### config.mk
export PLATFORM = sky130hd
export DESIGN_NAME = icache_refill_ctrl_flat
export DESIGN_NICKNAME = d
export VERILOG_FILES = /design/src/rtl/icache_pkg.sv /design/src/rtl/icache_refill_ctrl_if.sv /design/src/rtl/icache_fill_buf.sv /design/src/rtl/icache_refill_ctrl.sv /design/src/flat_wrapper.sv
export SDC_FILE = /design/constraint.sdc
export NUM_CORES = 1
export LEC_CHECK = 0
export BUFFER_PORTS_ARGS = -buffer_cell sky130_fd_sc_hd__buf_2
export CAP_MARGIN = 20
export CORE_MARGIN = 3
export CORE_UTILIZATION = 50
export DETAILED_ROUTE_END_ITERATION = 8
export PLACE_DENSITY = 0.83
export SLEW_MARGIN = 10
export SYNTH_ARGS = -nofsm -noshare
export SYNTH_HDL_FRONTEND = slang
export SYNTH_SLANG_ARGS = --single-unit
### constraint.sdc
create_clock -name clk -period 31.3 [get_ports clk]
set_clock_uncertainty 0.2 [all_clocks]
set_input_delay 4.695 -clock clk [delete_from_list [all_inputs] [get_ports clk]]
set_output_delay 4.695 -clock clk [all_outputs]
set_load 0.1 [all_outputs]
### src/rtl/icache_pkg.sv
// Shared constants, address field helpers and FSM state type for the icache refill controller.
// Latency: none (package only).
// Backpressure: n/a.
package icache_pkg;

    localparam int ADDR_W = 32;
    localparam int TAG_W  = 19;
    localparam int IDX_W  = 8;
    localparam int OFF_W  = 5;
    localparam int LINE_W = 256;
    localparam int WORDS  = 8;

    typedef enum logic [2:0] {
        IDLE,
        LOOKUP,
        HIT_RESP,
        FILL,
        WRITE,
        MISS_RESP
    } state_t;

    function automatic logic [TAG_W-1:0] tag_of(input logic [ADDR_W-1:0] addr);
        return addr[ADDR_W-1 -: TAG_W];
    endfunction

    function automatic logic [IDX_W-1:0] idx_of(input logic [ADDR_W-1:0] addr);
        return addr[OFF_W +: IDX_W];
    endfunction

    // Word within the line; the two byte-offset bits are dropped.
    function automatic logic [OFF_W-3:0] word_of(input logic [ADDR_W-1:0] addr);
        return addr[OFF_W-1:2];
    endfunction

endpackage

### src/rtl/icache_refill_ctrl_if.sv
// Bundles the CPU fetch, line-array and refill-memory signals of the refill controller.
// Latency: none (wiring only).
// Backpressure: cpu side via cpu_busy, memory side via mem_req/mem_ack.
interface icache_refill_ctrl_if;
    import icache_pkg::*;

    logic                  cpu_req;
    logic [ADDR_W-1:0]     cpu_addr;
    logic                  cpu_busy;
    logic                  cpu_rvalid;
    logic [31:0]           cpu_rdata;

    logic                  line_enable;
    logic                  line_compare;
    logic                  line_read;
    logic [ADDR_W-1:0]     line_addr;
    logic [LINE_W-1:0]     line_data;
    logic                  line_hit;
    logic                  line_valid;
    logic [31:0]           line_rdata;

    logic                  mem_req;
    logic [ADDR_W-1:0]     mem_addr;
    logic                  mem_ack;
    logic [31:0]           mem_rdata;

    // Controller side.
    modport master (
        input  cpu_req, cpu_addr, line_hit, line_valid, line_rdata, mem_ack, mem_rdata,
        output cpu_busy, cpu_rvalid, cpu_rdata,
               line_enable, line_compare, line_read, line_addr, line_data,
               mem_req, mem_addr
    );

    // CPU, line array and memory side.
    modport slave (
        output cpu_req, cpu_addr, line_hit, line_valid, line_rdata, mem_ack, mem_rdata,
        input  cpu_busy, cpu_rvalid, cpu_rdata,
               line_enable, line_compare, line_read, line_addr, line_data,
               mem_req, mem_addr
    );

endinterface

### src/rtl/icache_fill_buf.sv
// Eight-word refill buffer: beat-indexed writes, flat line view and one word-select read port.
// Latency: write visible on outputs the cycle after wr_en; reads are combinational.
// Backpressure: none; the caller only writes on an accepted memory beat.
module icache_fill_buf
    import icache_pkg::*;
(
    input  logic              clk,
    input  logic              rst,
    input  logic              wr_en,
    input  logic [2:0]        wr_idx,
    input  logic [31:0]       wr_dat,
    input  logic [2:0]        rd_idx,
    output logic [31:0]       rd_dat,
    output logic [LINE_W-1:0] line_dat
);

    // Element k sits at bits [32k+31:32k] of the flat line.
    logic [WORDS-1:0][31:0] words_q, words_d;

    // Next-state: overwrite only the addressed word.
    always_comb begin
        words_d = words_q;
        if (wr_en) begin
            words_d[wr_idx] = wr_dat;
        end
    end

    // Word storage, cleared on reset.
    always_ff @(posedge clk or posedge rst) begin
        if (rst) begin
            words_q <= '0;
        end else begin
            words_q <= words_d;
        end
    end

    assign line_dat = words_q;
    assign rd_dat   = words_q[rd_idx];

endmodule

### src/rtl/icache_refill_ctrl.sv
// Fetch control in front of a single-line icache: lookup, 8-beat refill, line write, word return.
// Latency: hit 2 cycles from request acceptance; miss 11 cycles plus any mem_ack stall cycles.
// Backpressure: cpu_busy outside IDLE (requests dropped, not queued); mem_req held until mem_ack.
module icache_refill_ctrl
    import icache_pkg::*;
#(
    parameter int CNT_W = 32
) (
    input  logic                clk,
    input  logic                rst,
    icache_refill_ctrl_if.master bus,
    output logic [CNT_W-1:0]    hit_cnt,
    output logic [CNT_W-1:0]    miss_cnt
);

    state_t              state_q, state_d;
    logic [ADDR_W-1:0]   addr_q, addr_d;
    logic [2:0]          beat_q, beat_d;
    logic [CNT_W-1:0]    hit_cnt_q, hit_cnt_d;
    logic [CNT_W-1:0]    miss_cnt_q, miss_cnt_d;
    logic [ADDR_W-1:0]   line_addr_q, line_addr_d;
    logic [LINE_W-1:0]   line_data_q, line_data_d;

    logic                buf_we;
    logic [31:0]         buf_word;
    logic [LINE_W-1:0]   buf_line;

    logic                cpu_rvalid, line_enable, line_compare, line_read, mem_req;
    logic [31:0]         cpu_rdata;
    logic [ADDR_W-1:0]   mem_addr;

    icache_fill_buf u_fill_buf (
        .clk      (clk),
        .rst      (rst),
        .wr_en    (buf_we),
        .wr_idx   (beat_q),
        .wr_dat   (bus.mem_rdata),
        .rd_idx   (word_of(addr_q)),
        .rd_dat   (buf_word),
        .line_dat (buf_line)
    );

    // Next-state and outputs; line_addr/line_data fall back to their last driven values.
    always_comb begin
        state_d      = state_q;
        addr_d       = addr_q;
        beat_d       = beat_q;
        hit_cnt_d    = hit_cnt_q;
        miss_cnt_d   = miss_cnt_q;
        line_addr_d  = line_addr_q;
        line_data_d  = line_data_q;
        buf_we       = 1'b0;
        cpu_rvalid   = 1'b0;
        cpu_rdata    = '0;
        line_enable  = 1'b0;
        line_compare = 1'b0;
        line_read    = 1'b0;
        mem_req      = 1'b0;
        mem_addr     = '0;

        unique case (state_q)
            IDLE: begin
                if (bus.cpu_req) begin
                    addr_d  = bus.cpu_addr;
                    state_d = LOOKUP;
                end
            end
            LOOKUP: begin
                line_enable  = 1'b1;
                line_compare = 1'b1;
                line_read    = 1'b1;
                line_addr_d  = addr_q;
                if (bus.line_hit && bus.line_valid) begin
                    hit_cnt_d = hit_cnt_q + 1'b1;
                    state_d   = HIT_RESP;
                end else begin
                    miss_cnt_d = miss_cnt_q + 1'b1;
                    beat_d     = '0;
                    state_d    = FILL;
                end
            end
            HIT_RESP: begin
                // The array registered the word on the LOOKUP edge.
                cpu_rvalid = 1'b1;
                cpu_rdata  = bus.line_rdata;
                state_d    = IDLE;
            end
            FILL: begin
                mem_req  = 1'b1;
                mem_addr = {tag_of(addr_q), idx_of(addr_q), beat_q, 2'b00};
                if (bus.mem_ack) begin
                    buf_we = 1'b1;
                    beat_d = beat_q + 3'd1;
                    if (beat_q == 3'(WORDS - 1)) begin
                        state_d = WRITE;
                    end
                end
            end
            WRITE: begin
                line_enable = 1'b1;
                line_addr_d = addr_q;
                line_data_d = buf_line;
                state_d     = MISS_RESP;
            end
            MISS_RESP: begin
                cpu_rvalid = 1'b1;
                cpu_rdata  = buf_word;
                state_d    = IDLE;
            end
            default: begin
                state_d = IDLE;
            end
        endcase
    end

    // State, request context, counters and held line-array outputs.
    always_ff @(posedge clk or posedge rst) begin
        if (rst) begin
            state_q     <= IDLE;
            addr_q      <= '0;
            beat_q      <= '0;
            hit_cnt_q   <= '0;
            miss_cnt_q  <= '0;
            line_addr_q <= '0;
            line_data_q <= '0;
        end else begin
            state_q     <= state_d;
            addr_q      <= addr_d;
            beat_q      <= beat_d;
            hit_cnt_q   <= hit_cnt_d;
            miss_cnt_q  <= miss_cnt_d;
            line_addr_q <= line_addr_d;
            line_data_q <= line_data_d;
        end
    end

    assign bus.cpu_busy     = (state_q != IDLE);
    assign bus.cpu_rvalid   = cpu_rvalid;
    assign bus.cpu_rdata    = cpu_rdata;
    assign bus.line_enable  = line_enable;
    assign bus.line_compare = line_compare;
    assign bus.line_read    = line_read;
    assign bus.line_addr    = line_addr_d;
    assign bus.line_data    = line_data_d;
    assign bus.mem_req      = mem_req;
    assign bus.mem_addr     = mem_addr;
    assign hit_cnt          = hit_cnt_q;
    assign miss_cnt         = miss_cnt_q;

endmodule
### src/flat_wrapper.sv
// flat-port wrapper written by rule: the top's interface ports become plain ports
module icache_refill_ctrl_flat import icache_pkg::*;
#(
    parameter int CNT_W = 32
)
  (clk, rst, hit_cnt, miss_cnt, bus_cpu_req, bus_cpu_addr, bus_line_hit, bus_line_valid, bus_line_rdata, bus_mem_ack, bus_mem_rdata, bus_cpu_busy, bus_cpu_rvalid, bus_cpu_rdata, bus_line_enable, bus_line_compare, bus_line_read, bus_line_addr, bus_line_data, bus_mem_req, bus_mem_addr);
  icache_refill_ctrl_if bus_i ();
  input  logic clk;
  input  logic rst;
  output logic [CNT_W-1:0] hit_cnt;
  output logic [CNT_W-1:0] miss_cnt;
  input wire logic [$bits(bus_i.cpu_req)-1:0] bus_cpu_req;
  input wire logic [$bits(bus_i.cpu_addr)-1:0] bus_cpu_addr;
  input wire logic [$bits(bus_i.line_hit)-1:0] bus_line_hit;
  input wire logic [$bits(bus_i.line_valid)-1:0] bus_line_valid;
  input wire logic [$bits(bus_i.line_rdata)-1:0] bus_line_rdata;
  input wire logic [$bits(bus_i.mem_ack)-1:0] bus_mem_ack;
  input wire logic [$bits(bus_i.mem_rdata)-1:0] bus_mem_rdata;
  output wire logic [$bits(bus_i.cpu_busy)-1:0] bus_cpu_busy;
  output wire logic [$bits(bus_i.cpu_rvalid)-1:0] bus_cpu_rvalid;
  output wire logic [$bits(bus_i.cpu_rdata)-1:0] bus_cpu_rdata;
  output wire logic [$bits(bus_i.line_enable)-1:0] bus_line_enable;
  output wire logic [$bits(bus_i.line_compare)-1:0] bus_line_compare;
  output wire logic [$bits(bus_i.line_read)-1:0] bus_line_read;
  output wire logic [$bits(bus_i.line_addr)-1:0] bus_line_addr;
  output wire logic [$bits(bus_i.line_data)-1:0] bus_line_data;
  output wire logic [$bits(bus_i.mem_req)-1:0] bus_mem_req;
  output wire logic [$bits(bus_i.mem_addr)-1:0] bus_mem_addr;
  assign bus_i.cpu_req = bus_cpu_req;
  assign bus_i.cpu_addr = bus_cpu_addr;
  assign bus_i.line_hit = bus_line_hit;
  assign bus_i.line_valid = bus_line_valid;
  assign bus_i.line_rdata = bus_line_rdata;
  assign bus_i.mem_ack = bus_mem_ack;
  assign bus_i.mem_rdata = bus_mem_rdata;
  assign bus_cpu_busy = bus_i.cpu_busy;
  assign bus_cpu_rvalid = bus_i.cpu_rvalid;
  assign bus_cpu_rdata = bus_i.cpu_rdata;
  assign bus_line_enable = bus_i.line_enable;
  assign bus_line_compare = bus_i.line_compare;
  assign bus_line_read = bus_i.line_read;
  assign bus_line_addr = bus_i.line_addr;
  assign bus_line_data = bus_i.line_data;
  assign bus_mem_req = bus_i.mem_req;
  assign bus_mem_addr = bus_i.mem_addr;
  icache_refill_ctrl #(.CNT_W(CNT_W)) u_core (.clk(clk), .rst(rst), .bus(bus_i), .hit_cnt(hit_cnt), .miss_cnt(miss_cnt));
endmodule
==> flow_metrics.py, run 1 <==
metrics = {
    "synth": {
        "ys_seq_area_share_pct": 59.16,
        "yosysUniqueCellTypes": 55,
        "ys_dominant_reg_cell": "dfrtp_1",
        "synthCells": 1830,
        "yosys_warnings": 0,
        "async_flop_share_pct": 100.0,
        "synth-edff-count": 0,
        "syn_avg_cell_area_um2": 14.93,
        "syn_area_um2": 27330,
        "synth-seq-cells": 646,
    },
    "route": {
        "antenna_left": 0,
        "drt_first_pass_iters": 5,
        "wl_mm": 76.75,
        "routed_via_density": 5.757,
        "via_count": 17880,
        "post_drt_wl_per_cell_um": 24.71,
        "drc_errors": 0,
        "drt_iter0_drc": 1031,
    },
    "clock_network": {
        "clock_sinks": 646,
        "numCtsBuffers": 68,
        "post_cts_resized": 0,
        "cts-htree-levels": 3,
        "clockRootBuffer": "clkbuf_16",
        "cts_tree": "done",
        "insertion_delay_ns": 0.61,
        "cts_setup_buffers": 0,
        "cts_hold_buf": 0,
        "cts_buffer_depth": 3,
        "clkTransAtPathRegs_ns": 0.06,
    },
    "floorplan": {
        "row_count": 85,
        "dieHeight_um": 239.8,
        "io-pin-count": 524,
        "dieArea_um2": 57490,
        "initial_core_util_pct": 50.68,
        "core_area_um2": 53920,
        "dieWidth_um": 239.8,
    },
    "timing": {
        "fin_crit_sh_pct": 33.04,
        "finalCriticalPeriod_ns": 10.34,
        "grt_setup_unrepaired": "no",
        "tightest_slew_ns": 1.037,
        "fin_ws_ns": 20.96,
        "report.final.slew_viol_count": 0,
        "setup_viol": 0,
        "slew_headroom_pct": 30.89,
        "fmax_mhz": 96.69,
        "timing_hold_violations_final": 0,
        "finalSetupTns_ns": 0,
    },
    "layout": {
        "final_cell_mix": "dfrtp_1, mux2_2, buf_2, clkbuf_16, nand2_1",
        "area_delta_synth_final_pct": 20.40,
        "fin_area_um2": 32900,
        "final_common_cell": "dfrtp_1",
        "layout.cells.non_filler": 3106,
        "fin_nets": 2460,
        "drive_above_1_share_pct": 56.51,
    },
    "place": {
        "placed_cells": 2979,
        "place_congestion": 0.8752,
        "io_buffers": 521,
        "placed_area_um2": 30560,
        "dp_hpwl_mm": 50.08,
        "dpl_worst_slack_ns": 20.96,
    },
    "setup_path": {
        "worstSetupPathType": "primary input to primary output",
        "arrival_ns": 5.45,
        "crit_family": "buffers and inverters",
        "r2r_setup_slack_ns": 28.03,
        "worst-path-buf-inv": 2,
        "rr_worst_depth": 4,
        "path_cells": "buf_2 > nand2_1 > o31ai_1 > buf_2",
        "startpoint_type": "primary input",
        "path_max_fanout": 1,
        "critPathMaxStageDelay_ns": 0.51,
        "critPathRequiredTime_ns": 26.41,
        "crit_path_end_kind": "primary output",
        "slowest_stage": "buf_2",
        "r2r_end": "u_core.line_data_q[12]$_DFF_PP0_",
        "crit_top_cell": "buf_2",
        "r2r-start": "u_core.state_q[1]$_DFFE_PP0P_",
    },
    "global_route": {
        "grt_first_pass_wirelength_mm": 115.6,
        "grt_max_degree": 130,
        "antenna_found_initial": 4,
        "gr-total-overflow": 0,
        "grt_pass1_vias": 18830,
        "track_usage_pct": 26.32,
    },
    "power_and_ir_drop": {
        "ir_worst_vdd_uv": 117.4,
        "pwr_density_cell_nw_per_um2": 93.74,
        "p_leak_nw": 17.15,
    },
    "hold_path": {
        "min_path_cells": 1,
        "whs_endpoint": "u_core.miss_cnt[31]$_DFFE_PP0P_",
        "min_from": "u_core.miss_cnt[31]$_DFFE_PP0P_",
        "hold_class": "flip-flop to flip-flop",
    },
    "job": {
        "maxCapViolations": 0,
    },
    "run_status": {
        "outcome": "finished clean",
    },
}
-- logic make-up after synthesis --
| family | after synthesis | synth area share [%] |
|---|---|---|
| other cells | 1 | 0.01372 |
| compound gates | 72 | 1.886 |
| simple gates | 262 | 5.504 |
| xor+xnor | 62 | 1.987 |
| fa+ha+maj | 4 | 0.1832 |
| mux | 674 | 29.09 |
| buf+inv | 109 | 2.175 |
| flops | 646 | 59.16 |
-- power breakdown --
group | internal [W] | total, W | switching (W)
clock | 0.000472 | 0.000818 | 0.000345
combinational | 0.000323 | 0.00113 | 0.000809
sequential | 0.000990 | 0.00113 | 0.000144
total | 0.00179 | 0.00308 | 0.00130
-- how the worst max path moves through the flow --
stage                       start                           end  slack [ns]  cells after the start
3_3_place_gp   bus_line_rdata[22]             bus_cpu_rdata[22]       20.98                      4
2_1_floorplan                 rst  u_core.addr_q[0]$_DFFE_PP0P_        8.31                      1
3_5_place_dp   bus_line_rdata[22]             bus_cpu_rdata[22]       20.96                      4
6_report       bus_line_rdata[22]             bus_cpu_rdata[22]       20.96                      4
4_1_cts        bus_line_rdata[22]             bus_cpu_rdata[22]       20.95                      4
5_1_grt        bus_line_rdata[13]             bus_cpu_rdata[13]       20.93                      4
-- cell usage after synthesis, drive strengths merged (2+ instances only) --
cell type  number  share of area [%]
a32o            2              0.073
and2           34               0.78
and3           13               0.30
and4            7               0.23
buf            77                1.7
clkbuf         24               0.33
dfrtp         646                 59
ha              4               0.18
inv             8               0.13
mux2          642                 26
mux4           32                2.6
nand2          67               0.96
nand2b          2              0.046
nand3          31               0.61
nand3b          3               0.13
nand4          22               0.64
nand4b          2              0.064
nor2           47               0.66
nor3           14               0.38
nor3b           2              0.055
nor4           14               0.51
o22ai          32               0.73
o31ai          33               0.91
xnor2          36                1.2
xor2           26               0.83
-- worst register-to-register path, delay by kind of cell (launching register included) --
family	cells	cell delay (ns)
buffers and inverters	2	1.63
and+or+nand+nor	1	0.24
DFF	1	0.51
muxes	1	0.57
-- metrics by stage --
step	power (W)	utilization, %	hold WS [ns]
global placement	0.002245	56.67	0.2515
CTS	0.003100	60.94	0.2650
floorplan	0.002012	-	0.2682
global route	0.003196	61.01	0.2977
finish	0.003084	61.02	0.2608
detailed placement	0.002276	56.67	0.2531
-- registers in the layout, indices dropped and copies added (netlist names) --
| name | count |
|---|---|
| u_core.hit_cnt | 32 |
| u_core.line_data_q | 256 |
| u_core.beat_q | 3 |
| u_core.u_fill_buf.line_dat | 256 |
| u_core.addr_q | 32 |
| u_core.miss_cnt | 32 |
| u_core.state_q | 3 |
| u_core.line_addr_q | 32 |
-- area by class of cell --
class	count	area, um^2
diodes	5	12.51
clock buffers	95	1933
clock inverters	26	371.6
fillers	4011	21020
inverters	8	42.54
multi-input cells	1076	10620
flip-flops and latches	646	16170
well taps	696	870.8
repair buffers	554	2875
-- per-layer routing --
| metal | GRT usage [%] | share of wire, % |
|---|---|---|
| met5 | 0 | 0 |
| met3 | 5.423 | 5.9 |
| met4 | 10.30 | 3.5 |
| met1 | 33.58 | 40 |
| met2 | 44.37 | 50 |
Note: power is estimated with default switching activity, not from simulation.
==> run 2: changes to the inputs <==
Clock period 31.3 ns to 9.8 ns, I/O delays scaled along.
==> run 2 against run 1 <==
Hold slack gained 0.0081 ns. Critical path depth up 1. Worst setup slack got worse by 17 ns. Via count grew 0.40%. Combinational power increased to 3.1 times the previous value. Critical path type is now flip-flop to primary output. Largest cell class unchanged. Largest power group unchanged.
==> flow_metrics.py, run 2 (synthesis gave the netlist of run 1 again) <==
metrics = {
    "run_status": {
        "outcome": "finished clean",
    },
    "timing": {
        "fin_crit_sh_pct": 55.76,
        "finalSetupTns_ns": 0,
        "slew_headroom_pct": 28.52,
        "fin_ws_ns": 4.336,
        "report.final.slew_viol_count": 0,
        "finalCriticalPeriod_ns": 5.464,
        "grt_setup_unrepaired": "no",
        "hold_ws_ns": 0.2689,
        "tightest_slew_ns": 1.072,
        "timing_hold_violations_final": 0,
        "fmax_mhz": 183.0,
        "setup_viol": 0,
    },
    "floorplan": {
        "io-pin-count": 524,
        "initial_core_util_pct": 50.68,
        "dieArea_um2": 57490,
        "dieWidth_um": 239.8,
        "row_count": 85,
        "dieHeight_um": 239.8,
        "core_area_um2": 53920,
    },
    "setup_path": {
        "r2r-start": "u_core.state_q[1]$_DFFE_PP0P_",
        "critPathMaxStageDelay_ns": 0.83,
        "rr_worst_depth": 4,
        "crit_family": "buffers and inverters",
        "path_cells": "buf_4 > mux2_2 > o22ai_1 > o31ai_1 > buf_2",
        "path_max_fanout": 61,
        "worst-path-buf-inv": 2,
        "crit_path_end_kind": "primary output",
        "crit_cells": 5,
        "crit_start": "u_core.addr_q[3]$_DFFE_PP0P_",
        "slowest_stage": "buf_4",
        "critPathRequiredTime_ns": 8.13,
        "r2r_end": "u_core.line_data_q[76]$_DFF_PP0_",
        "startpoint_type": "flip-flop",
        "worstSetupPathType": "flip-flop to primary output",
        "endpoint": "bus_cpu_rdata[21]",
        "arrival_ns": 3.79,
        "r2r_setup_slack_ns": 6.65,
    },
    "global_route": {
        "grt_max_degree": 197,
        "gr-total-overflow": 0,
        "grt_first_pass_wirelength_mm": 115.0,
        "grt_pass1_vias": 18630,
        "track_usage_pct": 26.25,
        "antenna_found_initial": 4,
    },
    "clock_network": {
        "clkTransAtPathRegs_ns": 0.06,
        "cts-htree-levels": 3,
        "post_cts_resized": 0,
        "cts_buffer_depth": 3,
        "cts_hold_buf": 0,
        "clockRootBuffer": "clkbuf_16",
        "clock_sinks": 646,
        "cts_setup_buffers": 0,
        "numCtsBuffers": 69,
        "insertion_delay_ns": 0.61,
        "cts_tree": "done",
    },
    "place": {
        "dp_hpwl_mm": 50.41,
        "placed_area_um2": 30570,
        "place_congestion": 0.9093,
        "io_buffers": 521,
        "dpl_worst_slack_ns": 4.918,
    },
    "power_and_ir_drop": {
        "total_power_w": 0.01005,
        "ir_worst_vdd_uv": 316.1,
        "p_leak_nw": 17.24,
        "pwr_density_cell_nw_per_um2": 303.7,
    },
    "route": {
        "post_drt_wl_per_cell_um": 24.78,
        "drt_first_pass_iters": 5,
        "via_count": 17950,
        "routed_via_density": 5.784,
        "drt_iter0_drc": 1291,
        "antenna_left": 0,
        "drc_errors": 0,
        "wl_mm": 76.91,
    },
    "job": {
        "maxCapViolations": 0,
    },
    "layout": {
        "final_cell_mix": "dfrtp_1, mux2_2, buf_2, clkbuf_16, nand2_1",
        "drive_above_1_share_pct": 56.74,
        "final_common_cell": "dfrtp_1",
        "fin_area_um2": 33090,
        "fin_nets": 2456,
        "area_delta_synth_final_pct": 21.10,
    },
    "hold_path": {
        "hold_class": "flip-flop to flip-flop",
    },
}
-- run 2: changes by cell type in the layout (fill, tap and decap cells not counted), sizes merged --
cell    delta
buf        -5
bufinv     +8
clkbuf     -5
clkinv     -3
diode      -1
inv        +4
-- run 2: worst min path at each step --
stage / startpoint / endpoint / cells past startpoint
6_report: u_core.miss_cnt[31]$_DFFE_PP0P_ / u_core.miss_cnt[31]$_DFFE_PP0P_ / 1
5_1_grt: u_core.miss_cnt[31]$_DFFE_PP0P_ / u_core.miss_cnt[31]$_DFFE_PP0P_ / 1
4_1_cts: u_core.miss_cnt[31]$_DFFE_PP0P_ / u_core.miss_cnt[31]$_DFFE_PP0P_ / 1
3_5_place_dp: u_core.hit_cnt[31]$_DFFE_PP0P_ / u_core.hit_cnt[31]$_DFFE_PP0P_ / 1
3_3_place_gp: u_core.miss_cnt[31]$_DFFE_PP0P_ / u_core.miss_cnt[31]$_DFFE_PP0P_ / 1
2_1_floorplan: u_core.addr_q[26]$_DFFE_PP0P_ / u_core.addr_q[26]$_DFFE_PP0P_ / 1
-- run 2: final cells by class --
cell class	instances	area, um^2
multi-input cells	1076	10620
diodes	4	10.01
flip-flops and latches	646	16170
repair buffers	549	2868
fillers	3972	20830
inverters	8	38.79
clock buffers	90	1947
clock inverters	35	563.0
well taps	696	870.8
-- run 2: per-layer routing --
layer  up-vias  part of all wire, %  global-route usage, %
li1       7673                    -                      -
met1      9391                   40                  34.12
met2       712                   50                  43.37
met3       176                  5.5                  4.790
met4         0                  3.9                  11.56
met5         -                    0                      0
-- run 2: through the flow --
stage	utilization, %	instances
after global placement	56.70	2975
after CTS	61.35	3100
after global routing	61.37	3103
after detailed placement	56.70	2975
final	61.37	3104
after floorplan	-	1831
-- run 2: report_power, final --
part           switching [W]  total, W  internal, W
logic                0.00253   0.00355      0.00103
clock network        0.00111   0.00285      0.00174
registers           0.000490   0.00365      0.00316
total                0.00412    0.0101      0.00593
==> run 3: changes to the inputs <==
Settings changed: ABC_AREA from default to 1.
Clock period 9.8 ns to 5.05 ns, I/O delays scaled along.
==> run 3 against run 2 <==
Total power grew 140%. Non-clock buffer count increased by 5. Die area increased by 1.4%.
==> flow_metrics.py, run 3 <==
metrics = {
    "job": {
        "maxCapViolations": 0,
    },
    "power_and_ir_drop": {
        "comb_power_share_pct": 49.5,
        "clkPwrFrac_pct": 21.4,
        "swShare_pct": 53.20,
        "total_power_w": 0.02453,
        "seq_power_share_pct": 29.1,
        "ir_worst_vdd_uv": 772.0,
        "pwr_density_cell_nw_per_um2": 735.7,
        "p_leak_nw": 17.06,
        "p_sw_w": 0.01305,
        "p_int_w": 0.01148,
    },
    "synth": {
        "synth-seq-cells": 646,
        "yosys-top-cells-area": "dfrtp_1, nand2_1, o21ai_0, mux2_2, inv_1",
        "ys_dominant_reg_cell": "dfrtp_1",
        "syn_area_um2": 27720,
        "syn_avg_cell_area_um2": 9.070,
        "yosys.area.top_type": "dfrtp_1",
        "yosys_warnings": 0,
        "synth_most_common_cell": "nand2_1",
        "synth-edff-count": 0,
        "synth_top_area_share_pct": 58.32,
        "ys_seq_area_share_pct": 58.32,
        "synthCells": 3056,
        "synth_common_cells": "nand2_1, dfrtp_1, o21ai_0, inv_1, nor2_1",
        "async_flop_share_pct": 100.0,
        "yosysUniqueCellTypes": 34,
    },
    "setup_path": {
        "crit_path_end_kind": "primary output",
        "r2r_end": "u_core.u_fill_buf.line_dat[143]$_DFFE_PP0P_",
        "critPathRequiredTime_ns": 4.09,
        "rr_worst_depth": 7,
        "arrival_ns": 3.23,
        "critPathMaxStageDelay_ns": 0.50,
        "path_max_fanout": 57,
        "r2r-start": "u_core.state_q[2]$_DFFE_PP0P_",
        "slowest_stage": "buf_2",
        "r2r_setup_slack_ns": 2.18,
        "startpoint_type": "flip-flop",
        "worstSetupPathType": "flip-flop to primary output",
        "path_cells": "nor2_1 > nand2_4 > buf_12 > buf_4 > o21ai_0 > buf_2",
    },
    "place": {
        "place_congestion": 0.8941,
        "dp_hpwl_mm": 55.92,
        "io_buffers": 521,
    },
    "route": {
        "routed_via_density": 5.456,
        "via_count": 23450,
        "drt_iter0_drc": 2492,
        "drc_errors": 0,
        "antenna_left": 0,
        "drt_first_pass_iters": 6,
        "post_drt_wl_per_cell_um": 19.54,
        "wl_mm": 83.97,
    },
    "floorplan": {
        "io-pin-count": 524,
        "core_area_um2": 54350,
        "dieArea_um2": 58300,
        "row_count": 85,
        "dieWidth_um": 241.5,
        "dieHeight_um": 241.5,
        "initial_core_util_pct": 51.00,
    },
    "timing": {
        "grt_setup_unrepaired": "no",
        "report.final.slew_viol_count": 0,
        "finalCriticalPeriod_ns": 4.187,
        "slew_headroom_pct": 28.85,
        "hold_ws_ns": 0.01551,
        "tightest_slew_ns": 1.066,
        "timing_hold_violations_final": 0,
        "fmax_mhz": 238.8,
        "setup_viol": 0,
        "fin_crit_sh_pct": 82.91,
    },
    "layout": {
        "seq_area_um2": 16170,
        "utilization_pct": 61.34,
        "multi_input_area_um2": 9761,
        "fillCellCount": 4337,
        "area_delta_synth_final_pct": 20.27,
        "drive_above_1_share_pct": 22.39,
        "fin_nets": 3616,
        "final_cell_mix": "nand2_1, dfrtp_1, buf_2, o21ai_0, inv_1",
        "antennaDiodeCount": 0,
        "final_common_cell": "nand2_1",
    },
    "clock_network": {
        "clockRootBuffer": "clkbuf_16",
        "cts_tree": "done",
        "cts_buffer_depth": 3,
        "cts_setup_buffers": 0,
        "post_cts_resized": 0,
        "clock_sinks": 646,
        "clkTransAtPathRegs_ns": 0.07,
        "cts_hold_buf": 0,
        "insertion_delay_ns": 0.63,
        "numCtsBuffers": 69,
        "cts-htree-levels": 3,
    },
    "run_status": {
        "outcome": "finished clean",
    },
    "global_route": {
        "gr-total-overflow": 0,
        "antenna_found_initial": 1,
        "grt_pass1_vias": 22600,
        "grt_first_pass_wirelength_mm": 127.6,
        "grt_max_degree": 173,
        "track_usage_pct": 28.17,
    },
    "hold_path": {
        "hold_class": "primary input to asynchronous set/reset pin",
    },
}
[run 3: layout make-up]
type,count,share of cell area (%)
clock buffers,90,5.686
repair buffers,554,9.128
multi-input cells,1955,29.28
flip-flops and latches,646,48.52
clock inverters,30,1.407
well taps,739,2.774
inverters,284,3.209
[run 3: per-stage QoR]
stage | instances | area, um^2 | worst slack (ns) | TNS [ns]
floorplan | 3057 | 27730 | -4.734 | -3058.26
global placement | 4173 | 30870 | 1.451 | 0
detailed placement | 4174 | 30890 | 1.331 | 0
CTS | 4294 | 33260 | 0.5779 | 0
global route | 4298 | 33340 | 0.7132 | 0
finish | 4298 | 33340 | 0.8630 | 0
[run 3: worst max-delay path by stage]
stage | start | endpoint | slack [ns] | depth (start not counted)
5_1_grt | u_core.state_q[0]$_DFFE_PP0P_ | bus_line_data[251] | 0.71 | 6
3_5_place_dp | u_core.state_q[0]$_DFFE_PP0P_ | bus_line_addr[15] | 1.33 | 6
4_1_cts | u_core.state_q[0]$_DFFE_PP0P_ | bus_line_addr[4] | 0.58 | 6
6_report | u_core.state_q[0]$_DFFE_PP0P_ | bus_line_data[250] | 0.86 | 6
3_3_place_gp | u_core.state_q[1]$_DFFE_PP0P_ | bus_line_addr[0] | 1.45 | 5
2_1_floorplan | rst | u_core.addr_q[0]$_DFFE_PP0P_ | -4.73 | 1
[run 3: kinds of logic (layout without fill, tap and decap cells)]
kind of cell / after synthesis / in the layout / share of synthesized area (%)
AND/OR/NAND/NOR: 1206 / 1206 / 18.32
flip-flops: 646 / 646 / 58.32
AO/OA/AOI/OAI: 616 / 616 / 11.70
buffers and inverters: 456 / 958 / 6.545
multiplexers: 100 / 100 / 4.062
XOR/XNOR: 27 / 27 / 0.8531
adder cells (fa/ha/maj): 4 / 4 / 0.1806
other: 1 / 2 / 0.01353
[run 3: per-layer routing]
metal | wire length, um | vias to the layer above | track usage [%]
li1 | - | 10790 | -
met1 | 32880 | 11300 | 36.49
met2 | 40530 | 1131 | 46.54
met3 | 7053 | 234 | 6.182
met4 | 3517 | 0 | 11.26
met5 | 0 | - | 0
[run 3: power by group through the flow]
stage               combinational, W  sequential, W  clock, W
finish                        0.0121        0.00713   0.00525
global route                  0.0127        0.00724   0.00553
CTS                           0.0121        0.00711   0.00531
detailed placement            0.0120        0.00718         0
global placement              0.0119        0.00712         0
floorplan                    0.00981        0.00721         0
[run 3: worst max-delay path, delay by kind of cell (launching register included)]
kind | cells | cell delay [ns]
AO/OA/AOI/OAI | 1 | 0.35
AND/OR/NAND/NOR | 2 | 0.65
buffers and inverters | 3 | 1.08
flip-flops | 1 | 0.46
